<file path="config.mk">
export PLATFORM = sky130hd
export DESIGN_NAME = reset_pulse_responder
export DESIGN_NICKNAME = d
export VERILOG_FILES = /design/src/rtl/reset_pulse_responder.sv
export SDC_FILE = /design/constraint.sdc
export NUM_CORES = 1
export LEC_CHECK = 0
export CORE_MARGIN = 5
export CORE_UTILIZATION = 46
export DETAILED_ROUTE_END_ITERATION = 12
export GPL_TIMING_DRIVEN = 0
export PLACE_DENSITY = 0.72
export SYNTH_ARGS = -nofsm -noshare
export SYNTH_HDL_FRONTEND = slang
export SYNTH_SLANG_ARGS = --single-unit
export TNS_END_PERCENT = 5
</file>
<file path="constraint.sdc">
create_clock -name clk -period 1.9 [get_ports clk]
set_input_delay 0.285 -clock clk [delete_from_list [all_inputs] [get_ports clk]]
set_output_delay 0.285 -clock clk [all_outputs]
set_load 0.05 [all_outputs]
</file>
<file path="src/rtl/reset_pulse_responder.sv">
// Receiving end of the injected-reset path: qualifies low pulses on inj_rst_n by
// length, replays the enable-register restore sequence over a valid/ready port
// after each qualified reset, and holds domain_rst until that replay finishes.
module reset_pulse_responder #(
    parameter int unsigned SYNC_STAGES = 2,
    parameter int unsigned MIN_HOLD    = 200,
    parameter int unsigned CNT_W       = 32,
    parameter logic [31:0] SF_EN_MASK  = 32'h1,
    parameter logic [31:0] CA_EN0_MASK = 32'hFFFF,
    parameter logic [31:0] MR_HNT_MASK = 32'h1,
    parameter logic [31:0] CA_EN3_MASK = 32'h0
) (
    input  logic             clk,
    input  logic             rst,
    input  logic             inj_rst_n,
    output logic             restore_valid,
    input  logic             restore_ready,
    output logic [1:0]       restore_idx,
    output logic [31:0]      restore_data,
    output logic             domain_rst,
    output logic [CNT_W-1:0] hold_cnt,
    output logic [15:0]      evt_cnt,
    output logic             short_err,
    output logic             restore_done,
    output logic             busy
);

    typedef enum logic [1:0] {
        StIdle,
        StHold,
        StRestore,
        StDone
    } state_e;

    // Restore values indexed by register index; a zero entry is skipped.
    localparam logic [3:0][31:0] Masks = {CA_EN3_MASK, MR_HNT_MASK, CA_EN0_MASK, SF_EN_MASK};
    // Compare in a width that holds both the counter and MIN_HOLD without truncation.
    localparam int unsigned      CmpW       = (CNT_W > 32) ? CNT_W : 32;
    localparam logic [CmpW-1:0]  MinHoldExt = CmpW'(MIN_HOLD);
    localparam logic [CNT_W-1:0] CntOne     = CNT_W'(1);

    state_e                 state_q, state_d;
    logic [SYNC_STAGES-1:0] sync_q;
    logic [CNT_W-1:0]       cnt_q, cnt_d;
    logic [1:0]             idx_q, idx_d;
    logic [CNT_W-1:0]       hold_cnt_q, hold_cnt_d;
    logic [15:0]            evt_cnt_q, evt_cnt_d;
    logic                   short_err_q, short_err_d;

    logic                   s_n;
    logic [CmpW-1:0]        cnt_ext;
    logic                   first_found, next_found;
    logic [1:0]             first_idx, next_idx;

    assign s_n     = sync_q[SYNC_STAGES-1];
    assign cnt_ext = CmpW'(cnt_q);

    // Synchronizer chain; reset to the inactive (high) level.
    always_ff @(posedge clk) begin
        if (rst) begin
            sync_q <= '1;
        end else begin
            sync_q <= {sync_q[SYNC_STAGES-2:0], inj_rst_n};
        end
    end

    // Find the first non-zero restore entry, and the next one after idx_q.
    always_comb begin
        first_found = 1'b0;
        first_idx   = 2'd0;
        next_found  = 1'b0;
        next_idx    = 2'd0;
        // Descending scan so the lowest matching index wins.
        for (int i = 3; i >= 0; i--) begin
            if (Masks[i] != 32'd0) begin
                first_found = 1'b1;
                first_idx   = 2'(i);
                if (i > int'(idx_q)) begin
                    next_found = 1'b1;
                    next_idx   = 2'(i);
                end
            end
        end
    end

    // State and bookkeeping registers.
    always_ff @(posedge clk) begin
        if (rst) begin
            state_q     <= StIdle;
            cnt_q       <= '0;
            idx_q       <= 2'd0;
            hold_cnt_q  <= '0;
            evt_cnt_q   <= 16'd0;
            short_err_q <= 1'b0;
        end else begin
            state_q     <= state_d;
            cnt_q       <= cnt_d;
            idx_q       <= idx_d;
            hold_cnt_q  <= hold_cnt_d;
            evt_cnt_q   <= evt_cnt_d;
            short_err_q <= short_err_d;
        end
    end

    // Next-state logic: measure the low window, qualify it, then replay.
    always_comb begin
        state_d     = state_q;
        cnt_d       = cnt_q;
        idx_d       = idx_q;
        hold_cnt_d  = hold_cnt_q;
        evt_cnt_d   = evt_cnt_q;
        short_err_d = short_err_q;
        unique case (state_q)
            StIdle: begin
                if (!s_n) begin
                    state_d = StHold;
                    cnt_d   = CntOne;
                end
            end
            StHold: begin
                if (!s_n) begin
                    if (cnt_q != '1) begin
                        cnt_d = cnt_q + CntOne;
                    end
                end else if (cnt_ext < MinHoldExt) begin
                    short_err_d = 1'b1;
                    state_d     = StIdle;
                end else begin
                    hold_cnt_d = cnt_q;
                    evt_cnt_d  = evt_cnt_q + 16'd1;
                    idx_d      = first_idx;
                    state_d    = first_found ? StRestore : StDone;
                end
            end
            StRestore: begin
                // A new reset aborts the replay, even if the current beat is accepted.
                if (!s_n) begin
                    state_d = StHold;
                    cnt_d   = CntOne;
                end else if (restore_ready) begin
                    if (next_found) begin
                        idx_d = next_idx;
                    end else begin
                        state_d = StDone;
                    end
                end
            end
            StDone: begin
                if (!s_n) begin
                    state_d = StHold;
                    cnt_d   = CntOne;
                end else begin
                    state_d = StIdle;
                end
            end
            default: state_d = StIdle;
        endcase
    end

    // Outputs decoded from state; index/data forced to zero outside a beat.
    always_comb begin
        restore_valid = (state_q == StRestore);
        restore_idx   = restore_valid ? idx_q : 2'd0;
        restore_data  = restore_valid ? Masks[idx_q] : 32'd0;
        domain_rst    = (state_q == StHold) || (state_q == StRestore);
        restore_done  = (state_q == StDone);
        busy          = (state_q != StIdle);
        hold_cnt      = hold_cnt_q;
        evt_cnt       = evt_cnt_q;
        short_err     = short_err_q;
    end

endmodule

</file>
## After elaboration in Yosys (flattened, before gate mapping)

Cells that the tools add are included.

| storage, ports and cells | value |
|---|---|
| input bits | 4 |
| output and inout port bits | 87 |
| register bits | 87 |

| operators by class | value |
|---|---|
| add/sub/neg operators | 2 |
| $lt $le $gt $ge | 4 |
| bitwise logic cells | 1 |
| muxes and demuxes | 26 |
| equality and inequality tests | 15 |
| reduce and logical (&&, ||, !) cells | 10 |

Operators by type and width:

| kind | count |
|---|---|
| two-way mux 32 bit | 5 |
| binary-select mux 32 bit (select 2 bit) | 1 |
| case mux 32 bit (2 select lines) | 1 |
| adder 32 x 1 -> 32 bit, second input constant | 1 |
| less-than comparator 32 x 8 -> 1 bit, second input constant | 1 |
| != test 32 bit, second input constant | 1 |
| two-way mux 2 bit | 14 |
| adder 16 x 1 -> 16 bit, second input constant | 1 |
| != test 2 bit, second input constant | 6 |
| AND reduction 3 bit | 3 |
| case mux 2 bit (4 select lines) | 1 |
| != test 2 x 1 -> 1 bit, second input constant | 3 |
| != test 3 bit, second input constant | 2 |
| AND reduction 6 bit | 1 |
| == test 2 bit, second input constant | 2 |
| case mux 2 bit (2 select lines) | 1 |
| AND reduction 4 bit | 1 |
| nonzero test 2 bit | 2 |
| less-than comparator 2 x 3 -> 1 bit, second input constant | 1 |
| two-way mux 1 bit | 3 |
| OR reduction 3 bit | 1 |
| == test 2 x 1 -> 1 bit, second input constant | 1 |
| greater-than comparator 1 x 2 -> 1 bit, first input constant | 1 |
| greater-than comparator 2 bit, first input constant | 1 |
| 3 further kinds | 3 |

## Depth between registers and ports, before layout

Gate-level depths: netlist of run 1.

| logic depth | value |
|---|---|
| depth after elaboration | 7 |
| mapped depth | 8 |
| depth with buffers taken out | 7 |

## Worst setup path after synthesis of run 1

No wires, ideal clock.

| timing path | value |
|---|---|
| kind | flip-flop to output port |
| from | register state_q[0] |
| to | output port restore_data[0] |
| setup slack | -0.615 ns |
| buffers on the path | 0 |
| stages on the path, launching flop included | 4 |
| arrival | 2.230 ns |
| required time | 1.615 ns |
| path through | dfxtp_1 inv_1 ha_1 a21boi_0 |

| between the ends | value |
|---|---|
| word-level cells in the longest chain between the ends | 2 |

Ends and longest elaborated chain:

| item | RTL line | source |
|---|---|---|
| from (decl) | 42 | `state_e state_q, state_d;` |
| from (signal assigned) | 89 | `state_q <= StIdle;` |
| from (signal assigned) | 96 | `state_q <= state_d;` |
| == test 2 bit | 162 | `restore_valid = (state_q == StRestore);` |
| via restore_valid | 16 | `output logic restore_valid,` |
| two-way mux 32 bit | 164 | `restore_data = restore_valid ? Masks[idx_q] : 32'd0;` |
| to (decl) | 19 | `output logic [31:0] restore_data,` |

The timed path passes the listed nets, and every way through them passes these cells.

## Worst setup path in the final report of run 1

| timing path | value |
|---|---|
| from | register cnt_q[3], in the netlist cnt_ext[3] |
| to | register hold_cnt_q[19], in the netlist hold_cnt[19] |

| between the ends | value |
|---|---|
| word-level cells in the longest chain between the ends | 3 |

Ends and longest elaborated chain:

| item | RTL line | source |
|---|---|---|
| from (decl) | 44 | `logic [CNT_W-1:0] cnt_q, cnt_d;` |
| from (signal assigned) | 97 | `cnt_q <= cnt_d;` |
| less-than comparator 32 x 8 -> 1 bit | 125 | `end else if (cnt_ext < MinHoldExt) begin` |
| inverter 1 bit (no line) | - |  |
| AND reduction 3 bit (no line) | - |  |
| to (signal assigned) | 99 | `hold_cnt_q <= hold_cnt_d;` |
| to (decl) | 46 | `logic [CNT_W-1:0] hold_cnt_q, hold_cnt_d;` |

Every way passes these cells.
A chain may end at the register's enable or synchronous reset.

==> results of run 1 <==
==> how the worst max path moves through the flow <==
stage,from,slack [ps],end,cells after the start
final,cnt_ext[3],-110,hold_cnt[19],6
after global routing,cnt_ext[3],-220,hold_cnt[20],6
after CTS,cnt_ext[8],-160,hold_cnt[17],7
after detailed placement,state_q[0],-530,restore_data[5],5
after global placement,cnt_ext[8],-460,hold_cnt[15],7
after floorplan,state_q[0],-250,restore_data[10],4
==> per-layer routing <==
metal | wire length (µm) | up-vias | global-route usage
li1 | - | 1909 | -
met5 | 0 | - | 0
met4 | 204 | 0 | 0.0785
met3 | 663 | 20 | 0.0385
met2 | 5260 | 128 | 0.307
met1 | 4920 | 1855 | 0.235
==> metrics by stage <==
| step | hold WS (ps) | setup slack [ps] | total power, mW | setup TNS (ps) | instances |
|---|---|---|---|---|---|
| floorplan | 389 | -248 | 2.10 | -4050 | 497 |
| global placement | 397 | -465 | 2.15 | -33730 | 699 |
| detailed placement | 410 | -530 | 2.16 | -38450 | 699 |
| CTS | 289 | -161 | 3.54 | -6300 | 719 |
| global route | 356 | -223 | 3.65 | -9330 | 723 |
| finish | 299 | -112 | 3.51 | -3530 | 723 |
==> power groups by stage <==
stage / Sequential [mW] / Combinational [mW] / Clock [mW]
CTS: 1.84 / 0.289 / 1.41
global route: 1.84 / 0.314 / 1.49
floorplan: 1.89 / 0.212 / 0
detailed placement: 1.88 / 0.277 / 0
global placement: 1.88 / 0.274 / 0
finish: 1.84 / 0.293 / 1.38
==> logic make-up (layout without fill, tap and decap cells) <==
logic type      count (synthesis)  after routing  synth area share
compound gates                 86             86             0.130
buf+inv                        63            159            0.0959
simple gates                  189            190             0.244
flops                          87             87             0.401
other cells                     1             16          0.000863
fa+ha+maj                       7              7            0.0201
mux                            35             35            0.0806
xor+xnor                       14             14            0.0282
==> final cells by class <==
class	instances	area, µm²
sequential	87	1780
buffer	52	394
tap	129	161
clock inverter	3	67.6
multi-input combinational	348	2430
fill	801	3400
clock buffer	13	139
inverter	9	36.3
timing repair buffer	82	825
==> Yosys cell counts (all sizes together), types with 6 or more instances <==
| master | count | area share |
|---|---|---|
| a21oi | 31 | 0.036 |
| buf | 43 | 0.078 |
| clkbuf | 11 | 0.0098 |
| dfxtp | 87 | 0.40 |
| ha | 7 | 0.020 |
| inv | 9 | 0.0078 |
| mux2i | 35 | 0.081 |
| nand2 | 28 | 0.024 |
| nand3 | 15 | 0.018 |
| nand4 | 12 | 0.027 |
| nor2 | 62 | 0.054 |
| nor3 | 6 | 0.0081 |
| nor4 | 14 | 0.028 |
| o21ai | 19 | 0.024 |
| o31ai | 8 | 0.014 |
| or3 | 17 | 0.024 |
| or4 | 11 | 0.019 |
| xnor2 | 9 | 0.018 |
==> state kept, by name, indices dropped and copies added, names as in the netlist <==
signal / flops
evt_cnt: 16
state_q: 2
sync_q: 2
hold_cnt: 32
cnt_ext: 32
idx_q: 2
short_err: 1
==> timing repair <==
| item | 4_1_cts | 5_1_grt |
|---|---|---|
| resized for setup | 137 | 65 |
| hold buffers | 0 | 0 |
| cloned | 1 | 1 |
| buffers inserted | 3 | 5 |
| setup endpoints to repair | 109 | 105 |
| pin swaps | 5 | 7 |
==> reports/metrics.yaml, run 1 <==
cts-root-buf: "clkbuf_8"
min_delay_path_depth: 2
initial_core_util: 0.470
syn_avg_cell_area_um2: 9.02
ff2ff_path_depth: 6
antenna_left: 0
core.rowCount: 35
p_seq_frac: 0.523
yosys_warnings: 0
groute.usage.overall: 0.186
ys_ff_latch: 87
worst_pin_slew_ps: 586
synth_cell_types: 59
dp_hpwl_mm: 7.77
p_leak_nw: 2.61
slew_headroom: 0.608
end_kind: "flip-flop"
yosysSeqAreaShare: 0.401
io_buffers: 73
crit_type: "reg -> reg"
syn_area_um2: 4350
combPwrFrac: 0.083
rsz0062_at_grt: "true"
cts_buffers: 9
report.final.slew_viol_count: 0
cpMaxStageDelayCell: "nor3_1"
synthesis.instances: 482
crit_chain: "nor3_1 > o211ai_4 > o21ai_4 > clkbuf_16 > mux2i_1 > nor2_1"
grt_pass1_vias: 3573
clock_sinks: 87
p_clk_frac: 0.394
cp.buffers_inverters: 1
maxCapViolCount: 0
p_int_mw: 2.65
die_x_um: 107
r2r_end: "hold_cnt[19]"
num_vias: 3912
failed_checks: "setup timing"
die-area_um2: 11500
hold_class: "in -> reg"
grt_pass1_wl_mm: 17.4
wl_per_cell_um: 15.3
start_kind: "flip-flop"
skew_ps: 11.4
routed_via_density: 5.41
final_cell_area_um2: 5840
worst_path_largest_cell_delay_ps: 460
critPathArrivalTime_ps: 2240
grt_max_degree: 14
r2r_slack_ps: -110
max-clock-path-buffers: 2
synth_enable_flop_cells: 0
synthArstFlopShare: 0
final_cell_mix: "dfxtp_1, nor2_1, buf_4"
cp_top_family: "compound AO/OA/AOI/OAI gates"
final_common_cell: "dfxtp_1"
nets: 600
vdd_drop_max_v: 0.000272
gp_congestion: 0.911
core_um2: 9240
timing.final.hold_violations: 0
grt_overflow_total: 0
status: "finished, violations left"
ys.flop_type: "dfxtp_1"
drt_iter0_drc: 183
fin_crit_ps: 2010
syn2layout_area_growth_pct: 34.3
p_sw_mw: 0.860
final_util: 0.632
powerDensity_nw_per_um2: 602
fin_ws_ps: -112
io_pins: 91
drt_pre_antenna_iters: 5
drt_wl_total_mm: 11.1
placed_cell_area_um2: 5300
finalSetupViolCount: 43
clk_pin_slew_ps: 90
holdCritStartpoint: "rst"
diodes: 0
antenna_found_initial: 0
hold_end: "state_q[1]"
layout-drive-gt1-share: 0.258
crit_required_ps: 2130
chipHeight_um: 107
clock.fmax_mhz: 497
h-tree-depth: 3
tritoncts: "built"
clock_latency_ps: 360
r2r-start: "cnt_ext[3]"
p_sw_frac: 0.245
drc_errors: 0
period_share: 1.06
crit_fanout: 7
Note: power is estimated with default switching activity, not from simulation.
==> inputs of run 2 (changes only) <==
Settings changed: ABC_CLOCK_PERIOD_IN_PS set to 1900.
==> results of run 2 <==
Final layout, timing and power as in run 1 (identical DEF).
==> edit (flow settings as in run 2) <==
The parameter `CNT_W` goes from 32 to 28.
--- a/src/rtl/reset_pulse_responder.sv
+++ b/src/rtl/reset_pulse_responder.sv
@@ -4,7 +4,7 @@
 module reset_pulse_responder #(
     parameter int unsigned SYNC_STAGES = 2,
     parameter int unsigned MIN_HOLD    = 200,
-    parameter int unsigned CNT_W       = 32,
+    parameter int unsigned CNT_W       = 28,
     parameter logic [31:0] SF_EN_MASK  = 32'h1,
     parameter logic [31:0] CA_EN0_MASK = 32'hFFFF,
     parameter logic [31:0] MR_HNT_MASK = 32'h1,
Interface: changed (resized hold_cnt); port bits go from 91 to 87. No check against the original RTL was run, so the function may have changed too.
==> edit against run 2 <==
The run still ends with setup timing left. Maximum frequency is 3.5% higher. Combinational power is 11% higher. Area after synthesis decreased by 11%. Clock skew down 0.0035 ns. Synthesized cell count is 1.7% lower. Power down 4.6%. Core utilization increased by 3.2 points. Final cell count is 3.7% lower. Routed wire length fell by 8.1%. Setup slack improved by 0.069 ns. Cell area decreased by 7.0%. Sequential power down 9%. Sequential cell count down 8. Largest cell class unchanged.
==> edit: results (changes against run 2) <==
| Metric | Value |
|---|---|
| Commonest cells in the netlist | 79 x dfxtp_1, 77 x nand2_1, 48 x a21oi_1 (was 87 x dfxtp_1, 62 x nor2_1, 35 x mux2i_1) |
| Placer congestion estimate | 0.892 (was 0.911) |
| VDD IR-drop max | 0.463 mV (was 0.272 mV) |
| Slew @ Worst Pin | 0.515 ns (was 0.586 ns) |
| Setup TNS | -0.117 ns (was -3.53 ns) |
| Layout cell share with drive strength beyond 1 | 0.254 (was 0.258) |
| Hold Path Class | flip-flop to flip-flop (was input pin to flip-flop) |
| Setup violators final | 5 (was 43) |
| Placed Cells | 664 (was 699) |
| Netlist cell types | 53 (was 59) |
| CP top delay family | simple AND/OR/NAND/NOR gates (was compound AO/OA/AOI/OAI gates) |
| Met2 usage | 0.331 (was 0.307) |
| Pleak | 2.07 nW (was 2.61 nW) |
| Status | finished with violations (unchanged) |
| PortBufs | 70 (was 73) |
| Total setup buffers inserted after CTS | 11 (was 3) |
| Synth Area in Compound Gates | 0.176 (was 0.130) |
| WL/cell | 14.6 um (was 15.3 um) |
| Pre-CTS setup slack | -0.480 ns (was -0.530 ns) |
| Reg2Reg Depth | 9 (was 6) |
| Data arrival, critical path | 2.20 ns (was 2.24 ns) |
| Detailed Route WL | 10200 um (was 11100 um) |
| Met3 Wirelength | 621 um (was 663 um) |
| Critical R2R Capture | cnt_q[15] (was hold_cnt[19]) |
| P_int | 0.00250 W (was 0.00265 W) |
| Slowest stage delay, CP | 0.38 ns (was 0.46 ns) |
| Dpl hpwl | 7030 um (was 7770 um) |
| Met3 global-route usage | 0.0365 (was 0.0385) |
| Detailed Routing Iterations Pass 1 | 6 (was 5) |
| Failing checks | setup timing (unchanged) |
| Skew final | 0.00786 ns (was 0.0114 ns) |
| Setup ws final | -0.0434 ns (was -0.112 ns) |
| Synth area leaders | dfxtp_1 41%, nand2_1 7.5%, a21oi_1 6.2%, buf_4 5.8%, nand3_1 3.1% (was dfxtp_1 40%, mux2i_1 8.1%, buf_4 5.7%, nor2_1 5.4%, a21oi_1 3.6%) |
| Vias per cell | 5.45 (was 5.41) |
| Hold slack | 0.430 ns (was 0.299 ns) |
| Post-synthesis adder-cell area fraction | 0.0227 (was 0.0201) |
| Xor/xnor share of the synthesized area | 0.0273 (was 0.0282) |
## edit: changes by cell type after synthesis, sizes merged, moves of 7 or more
cell    change
or3         -8
dfxtp       -8
nand3      +10
nor4        -7
nand2      +50
mux2i      -35
nor2       -32
buf         -8
a21oi      +17
o211ai      +9
xnor2       -7
## edit: worst reg2reg max path, delay by kind of cell (launching register included)
kind | cells | cell delay, ns
buf+inv | 3 | 0.41
simple gates | 3 | 0.55
fa+ha+maj | 1 | 0.12
flops | 1 | 0.38
compound gates | 2 | 0.37
## edit: layout make-up
| cell class | count | area, um2 |
|---|---|---|
| Inverter | 10 | 40.0 |
| Timing Repair Buffer | 86 | 916 |
| Sequential cell | 79 | 1610 |
| Fill cell | 692 | 2750 |
| Buffer | 47 | 315 |
| Multi-Input combinational cell | 353 | 2210 |
| Clock buffer | 10 | 128 |
| Tap cell | 105 | 131 |
| Clock inverter | 6 | 83.8 |
